<file path="config.mk">
export PLATFORM = sky130hd
export DESIGN_NAME = multicycle_adder
export DESIGN_NICKNAME = d
export VERILOG_FILES = /design/src/rtl/multicycle_adder.sv
export SDC_FILE = /design/constraint.sdc
export NUM_CORES = 1
export LEC_CHECK = 0
export ABC_AREA = 1
export CORE_MARGIN = 1
export CORE_UTILIZATION = 40
export CTS_BUF_LIST = sky130_fd_sc_hd__clkbuf_16
export CTS_CLUSTER_SIZE = 12
export DETAILED_ROUTE_END_ITERATION = 8
export PLACE_DENSITY = 0.73
export SKIP_CTS_REPAIR_TIMING = 1
export SLEW_MARGIN = 10
export SYNTH_ARGS = -nofsm -noshare
export SYNTH_HDL_FRONTEND = slang
export SYNTH_SLANG_ARGS = --single-unit
</file>
<file path="constraint.sdc">
create_clock -name clk -period 4.4 [get_ports clk]
set_input_delay 0.88 -clock clk [delete_from_list [all_inputs] [get_ports clk]]
set_output_delay 0.88 -clock clk [all_outputs]
set_load 0.05 [all_outputs]
</file>
<file path="src/rtl/multicycle_adder.sv">
// -----------------------------------------------------------------------------
// multicycle_adder
//
// Multi-cycle ripple adder/subtractor.
// Operands are WIDTH bits wide. The adder handles CHUNK bits per clock. The
// carry between chunks is held in a register. It is the shared arithmetic unit
// of the multi-cycle datapath (ADD/ADDU/SUB/SUBU, address calculation), where
// a small adder matters more than single-cycle latency.
//
// Parameters
//   WIDTH      operand/result width; must be a multiple of CHUNK
//   CHUNK      bits added per clock (NCH = WIDTH/CHUNK clocks per operation)
//
// Ports
//   clk        rising-edge clock
//   rst_n      asynchronous active-low reset
//   start      request; accepted on an edge where start && ready
//   sub        0: a + b + carry_in, 1: a - b (carry_in ignored)
//   carry_in   carry into bit 0, add mode only
//   a, b       operands, sampled at the accept edge
//   ready      high in IDLE only
//   done       one-cycle pulse: sum and flags are valid
//   sum        result, held until the next accept
//   carry_out  carry out of the MSB (subtract: 1 = no borrow)
//   overflow   signed overflow (carry into MSB xor carry out of MSB)
//   zero       sum == 0
// -----------------------------------------------------------------------------
module multicycle_adder #(
    parameter int WIDTH = 32,
    parameter int CHUNK = 8
) (
    input  logic             clk,
    input  logic             rst_n,
    input  logic             start,
    input  logic             sub,
    input  logic             carry_in,
    input  logic [WIDTH-1:0] a,
    input  logic [WIDTH-1:0] b,
    output logic             ready,
    output logic             done,
    output logic [WIDTH-1:0] sum,
    output logic             carry_out,
    output logic             overflow,
    output logic             zero
);

    localparam int NCH  = WIDTH / CHUNK;
    localparam int IDXW = (NCH > 1) ? $clog2(NCH) : 1;
    localparam logic [IDXW-1:0] LAST_IDX = IDXW'(NCH - 1);

    typedef enum logic [1:0] {
        ST_IDLE,
        ST_RUN,
        ST_DONE
    } state_t;

    state_t            r_state;
    state_t            w_state_next;

    logic [WIDTH-1:0]  r_a;
    logic [WIDTH-1:0]  r_b_eff;      // b, or ~b in subtract mode
    logic              r_carry;      // carry between chunks
    logic [IDXW-1:0]   r_idx;        // chunk being added this cycle
    logic [WIDTH-1:0]  r_sum;
    logic              r_carry_out;
    logic              r_overflow;
    logic              r_zero;

    logic              w_accept;
    logic              w_last;
    logic [CHUNK-1:0]  w_a_chunk;
    logic [CHUNK-1:0]  w_b_chunk;
    logic [CHUNK:0]    w_chunk_res;
    logic              w_msb_cin;
    logic [WIDTH-1:0]  w_sum_next;

    assign w_accept = start && (r_state == ST_IDLE);
    assign w_last   = (r_idx == LAST_IDX);

    // One CHUNK-bit slice of the ripple adder. The operands are zero-extended
    // so that the top bit of the result is the carry out of the chunk.
    assign w_a_chunk   = r_a[r_idx*CHUNK +: CHUNK];
    assign w_b_chunk   = r_b_eff[r_idx*CHUNK +: CHUNK];
    assign w_chunk_res = {1'b0, w_a_chunk} + {1'b0, w_b_chunk} + {{CHUNK{1'b0}}, r_carry};

    // Carry into the MSB, recovered from its sum bit: s = a ^ b ^ cin.
    // This is only meaningful on the last chunk, where it feeds the overflow flag.
    assign w_msb_cin = w_chunk_res[CHUNK-1] ^ w_a_chunk[CHUNK-1] ^ w_b_chunk[CHUNK-1];

    // The result with the current chunk merged in. The zero flag is taken from
    // this value on the last chunk, so that the flag does not lag one cycle.
    always_comb begin
        // NOTE: assign every combinational output a default first, so that no path leaves it unassigned and infers a latch.
        w_sum_next = r_sum;
        w_sum_next[r_idx*CHUNK +: CHUNK] = w_chunk_res[CHUNK-1:0];
    end

    // State register.
    always_ff @(posedge clk or negedge rst_n) begin
        if (!rst_n) begin
            r_state <= ST_IDLE;
        end else begin
            // NOTE: sequential state uses non-blocking (<=), so that every flop samples pre-edge values regardless of block order.
            r_state <= w_state_next;
        end
    end

    // Next-state logic.
    always_comb begin
        w_state_next = r_state;
        case (r_state)
            ST_IDLE: if (w_accept) w_state_next = ST_RUN;
            ST_RUN:  if (w_last)   w_state_next = ST_DONE;
            ST_DONE:               w_state_next = ST_IDLE;
            default:               w_state_next = ST_IDLE;
        endcase
    end

    // Datapath registers.
    always_ff @(posedge clk or negedge rst_n) begin
        if (!rst_n) begin
            // NOTE: every register is reset, operands included, so nothing downstream can ever see X.
            r_a         <= '0;
            r_b_eff     <= '0;
            r_carry     <= 1'b0;
            r_idx       <= '0;
            r_sum       <= '0;
            r_carry_out <= 1'b0;
            r_overflow  <= 1'b0;
            r_zero      <= 1'b0;
        end else if (w_accept) begin
            // Subtraction is a + ~b + 1. The +1 enters as the initial carry.
            r_a         <= a;
            r_b_eff     <= sub ? ~b : b;
            r_carry     <= sub ? 1'b1 : carry_in;
            r_idx       <= '0;
            r_sum       <= '0;
            r_carry_out <= 1'b0;
            r_overflow  <= 1'b0;
            r_zero      <= 1'b0;
        end else if (r_state == ST_RUN) begin
            r_sum   <= w_sum_next;
            r_carry <= w_chunk_res[CHUNK];
            if (w_last) begin
                r_carry_out <= w_chunk_res[CHUNK];
                r_overflow  <= w_msb_cin ^ w_chunk_res[CHUNK];
                r_zero      <= (w_sum_next == '0);
            end else begin
                r_idx <= r_idx + IDXW'(1);
            end
        end
    end

    assign ready     = (r_state == ST_IDLE);
    assign done      = (r_state == ST_DONE);
    assign sum       = r_sum;
    assign carry_out = r_carry_out;
    assign overflow  = r_overflow;
    assign zero      = r_zero;

endmodule

</file>
Yosys cells after proc, flatten, opt, wreduce, memory -nomap -nowiden
Index checks and enable logic that the tools add are counted.
{"block": "totals", "input_bits": 69, "regBits": 104}
{"block": "classes", "n_mux": 22, "bitwise_logic": 4, "shift": 4, "add_sub_neg": 4, "reduce_logical": 8, "eq_ne": 6}
{"op": "two-way mux 32 bit", "n": 3}
{"op": "indexed part select 32 x 6 -> 8 bit", "n": 2}
{"op": "negator 5 -> 34 bit", "n": 1}
{"op": "variable shift 8 x 34 -> 32 bit, first input constant", "n": 1}
{"op": "indexed part select 8 x 34 -> 32 bit", "n": 1}
{"op": "bitwise mux 32 bit", "n": 1}
{"op": "zero test 32 bit", "n": 1}
{"op": "NOT 32 bit", "n": 1}
{"op": "two-way mux 1 bit", "n": 12}
{"op": "two-way mux 2 bit", "n": 5}
{"op": "adder 8 x 8 -> 9 bit", "n": 1}
{"op": "adder 9 x 1 -> 9 bit", "n": 1}
{"op": "AND reduction 2 bit", "n": 3}
{"op": "equality test 2 bit, second input constant", "n": 2}
{"op": "inequality test 2 bit, second input constant", "n": 2}
{"op": "one-hot mux 2 bit (2 select lines)", "n": 1}
{"op": "nonzero test 2 bit", "n": 2}
{"op": "XOR 1 bit", "n": 3}
{"op": "adder 2 x 1 -> 2 bit, second input constant", "n": 1}
{"op": "equality test 2 x 1 -> 1 bit, second input constant", "n": 1}
{"op": "zero test 2 bit", "n": 1}
{"op": "inequality test 2 x 1 -> 1 bit, second input constant", "n": 1}
{"op": "logical AND 1 bit", "n": 1}

Longest topological paths before layout
{"block": "depth", "word_depth": 9, "ltp_mapped": 23, "mapped_depth_nobuf": 21}

Worst setup path after synthesis
Ideal clock, no wire load.
{"block": "synth_timing", "kind": "reg2reg", "start": "register r_idx[0]", "end": "register r_zero (netlist: zero)", "n_path_buf": 3, "setup_ns": 0.118, "path_stages_with_launch": 21, "slack_ns": 1.541, "required_ns": 4.282, "arrival_ns": 2.741, "cell_sequence": "dfrtp_1 buf_6 buf_6 buf_2 o21ai_0 o22ai_1 fa_1 inv_1 fa_1 nor2_1 nand3_1 o21ai_1 nor2_1 nand2_1 nor2_1 nand2_1 nor2_1 nand3_1 nor2_1 nand2_1 nand2_1"}
{"block": "synth_via", "elab_chain_len": 9}
{"element": "start: declaration", "line_no": "63", "text": "logic [IDXW-1:0] r_idx;"}
{"element": "start signal: assignment", "line_no": "149", "text": "r_idx <= r_idx + IDXW'(1);"}
{"element": "indexed part select 32 x 6 -> 8 bit, on equally long branches", "line_no": "82, 83"}
{"element": "adder 8 x 8 -> 9 bit", "line_no": "84", "text": "assign w_chunk_res = {1'b0, w_a_chunk} + {1'b0, w_b_chunk} + {{CHUNK{1'b0}}, r_carry};"}
{"element": "adder 9 x 1 -> 9 bit", "line_no": "84"}
{"element": "indexed part select 8 x 34 -> 32 bit", "line_no": "95", "text": "w_sum_next[r_idx*CHUNK +: CHUNK] = w_chunk_res[CHUNK-1:0];"}
{"element": "bitwise mux 32 bit", "line_no": "95"}
{"element": "zero test 32 bit", "line_no": "147", "text": "r_zero <= (w_sum_next == '0);"}
{"element": "two-way mux 1 bit", "line_no": "144", "text": "if (w_last) begin"}
{"element": "two-way mux 1 bit", "line_no": "141", "text": "end else if (r_state == ST_RUN) begin"}
{"element": "two-way mux 1 bit", "line_no": "131", "text": "end else if (w_accept) begin"}
{"element": "end signal: assignment", "line_no": "147"}
{"element": "end: declaration", "line_no": "67", "text": "logic r_zero;"}
Parallel ways exist; a longest one is shown, timed or not. The select of a mux whose other input is x is not followed.
A chain may end at the register's enable or synchronous reset.

Final worst setup path
{"block": "layout_timing", "start": "register r_idx[1]", "end": "register r_zero (netlist: zero)"}
Same word-level chain as after synthesis.

==> qor.txt <==
GP Congestion - 0.911
First-pass GRT wire length - 24.6 mm
Final Cycle Share - 0.762
Worst path max stage delay - 0.74 ns
CORE AREA - 0.0139 mm2
Post-synth top area share - 0.457
Worst Setup EP - zero
Leakage power - 3.44 nW
Place WS - 1.14 ns
Shortest period the worst path allows - 3.35 ns
Status - finished, final reports clean
Die width - 121 um
Yosys cell types - 31
Setup TNS - 0 ns
DRT Pass-1 Iters - 5
Non-filler cells, final - 1025
Arrival time worst endpoint - 3.60 ns
# rows - 43
Final instance area - 0.00714 mm2
Synthesized Nets - 839
Crit path max-delay family - adder cells
Drt wl/cell - 14.5 um
Unrepaired setup endpoints after global routing - no
Nets - 924
Die area - 0.0147 mm2
Final setup fails - 0
Placed Instances - 1009
Hold Slack - 0.480 ns
F_max - 0.298 GHz
WS Path Type - flop to flop
DR vias/cell - 5.02
Util after Layout - 0.515
CTS Buf Count - 9
Worst reg2reg startpoint - r_idx[1]
DRC - 0
Syn Inst Count - 755
Pwr dens - 908 mW/mm2
DRT Wirelength - 14.8 mm
Flop2flop setup slack - 1.05 ns
Sequential area share after synthesis - 0.457
Worst Clk Skew - 0.00975 ns
Worst setup margin - 1.05 ns
Max-cap viol count - 0
HPWL after detailed placement - 10.7 mm
H-tree levels - 3
Worst setup EP type - flop
Mapped Area - 0.00569 mm2
CP Depth - 18
Worst-margin pin slew - 1.08 ns
Leading post-synthesis cells by cell area - dfrtp_1 46%, nand2_1 17%, o21ai_0 6.6%
Synth warn - 0
Critical Path RT - 4.65 ns
Min-delay worst type - flop to flop
Most used cell, CP - nor2_1
Most numerous cell in the Yosys netlist - nand2_1
FF+latch count, synth - 104
Crit path max fanout - 21
Inserted Diodes - 0
Synth Area per Inst - 7.54 um2
Final hold vios - 0
R2R Path End - zero
Area growth syn-to-layout - 25.5%
Buf/Inv on CP - 2
Worst skew pair latency - 0.36 ns
Peak supply drop - 712 uV
Layout cells sized above 1 - 0.0414
CP max-delay cell - dfrtp_1
Die Ht - 121 um
Vias - 5145
Iter 0 DRT Violations - 393
Top cell type by total area after synthesis - dfrtp_1
Total Power - 6.49 mW
Setup crit start kind - flop
Bufs on Longest Clock Path - 2
Initial antenna violation count - 0
CP cell instances - inv_2 -> o21ai_0 -> o22ai_1 -> fa_1 -> inv_1 -> fa_1 -> nor2_1 -> nand3_1 -> o21ai_1 -> nor2_1 -> nand2_1 -> nor2_1 -> nand2_1 -> nor2_1 -> nand3_1 -> nor2_1 -> nand2_1 -> nand2_1
Clock Tree Root - clkbuf_16
Pin count of the biggest net entering global routing - 88
Post-synth top cells - 260 x nand2_1, 104 x dfrtp_1, 75 x o21ai_0
Worst R2R Path Depth - 18
Total track usage - 0.215
IO Port Bufs - 105
Ys flop type - dfrtp_1
FFs w/ async S/R, synth - 1.00
IO Count - 106
GR Overflow Total - 0
CTS clock-pin slew for the worst setup and hold paths - 0.07 ns
# clock sinks - 104
EDFF count, synth - 0
Initial Util - 0.410
CTS tree - done
Dpl cell area - 0.00685 mm2
Final Max Slew Viols - 0
Slew headroom - 0.277
Vias in the first global route - 4852
CP startpoint - r_idx[1]
Final ANT Viol Nets - 0
## cell type report
cell class              instances  area, um2
repair buffers                111       1090
well taps                     180        225
clock inverters                 7       70.1
fillers                      1337       6740
inverters                      61        234
clock buffers                   9        225
flip-flops and latches        104       2600
multi-input cells             553       2700
## worst min path at each step
stage            start  endpoint  slack (ns)  cells after the start
3_5_place_dp   r_a[18]   r_a[18]        0.46                      2
5_1_grt        r_a[30]   r_a[30]        0.49                      2
2_1_floorplan  r_a[16]   r_a[16]        0.44                      2
4_1_cts        r_a[18]   r_a[18]        0.48                      2
6_report       r_a[14]   r_a[14]        0.48                      2
3_3_place_gp   r_a[19]   r_a[19]        0.46                      2
## cells in the final DEF (no fill, tap or decap), types with 6 or more instances in the layout
master,instances
nand2_1,259
dfrtp_1,104
clkdlybuf4s50_1,103
o21ai_0,75
nor2_1,62
inv_1,56
nand3_1,47
xnor2_1,32
o22ai_1,23
ha_1,13
a21oi_1,10
nand4_1,9
clkbuf_16,9
buf_4,7
o21ai_1,6
## tightest hold or removal path: cells and delay by family, from the launching register on
kind | cells | cell delay (ns)
flops | 1 | 0.34
simple gates | 2 | 0.10
## state kept, by name, summed over array words and instances, names as in the netlist
name,count
zero,1
overflow,1
r_state,2
carry_out,1
r_idx,2
r_b_eff,32
r_carry,1
sum,32
r_a,32
## report_power, final
part / total [mW] / switching (mW) / internal (mW)
Clock: 0.801 / 0.360 / 0.441
Sequential: 1.72 / 0.322 / 1.40
Combinational: 3.97 / 2.67 / 1.29
Total: 6.49 / 3.35 / 3.13
## logic make-up after synthesis
kind of cell,share of synthesized area
flip-flops,0.457
AO/OA/AOI/OAI,0.114
XOR/XNOR,0.0508
buffers and inverters,0.0705
AND/OR/NAND/NOR,0.272
adder cells (fa/ha/maj),0.0356
## metal layers
layer | global-route usage | routed length, um
met5 | 0 | 0
met4 | 0.0779 | 293
met3 | 0.0301 | 786
met2 | 0.316 | 6380
met1 | 0.319 | 7380
No activity file was read; power rests on OpenSTA's default activity.
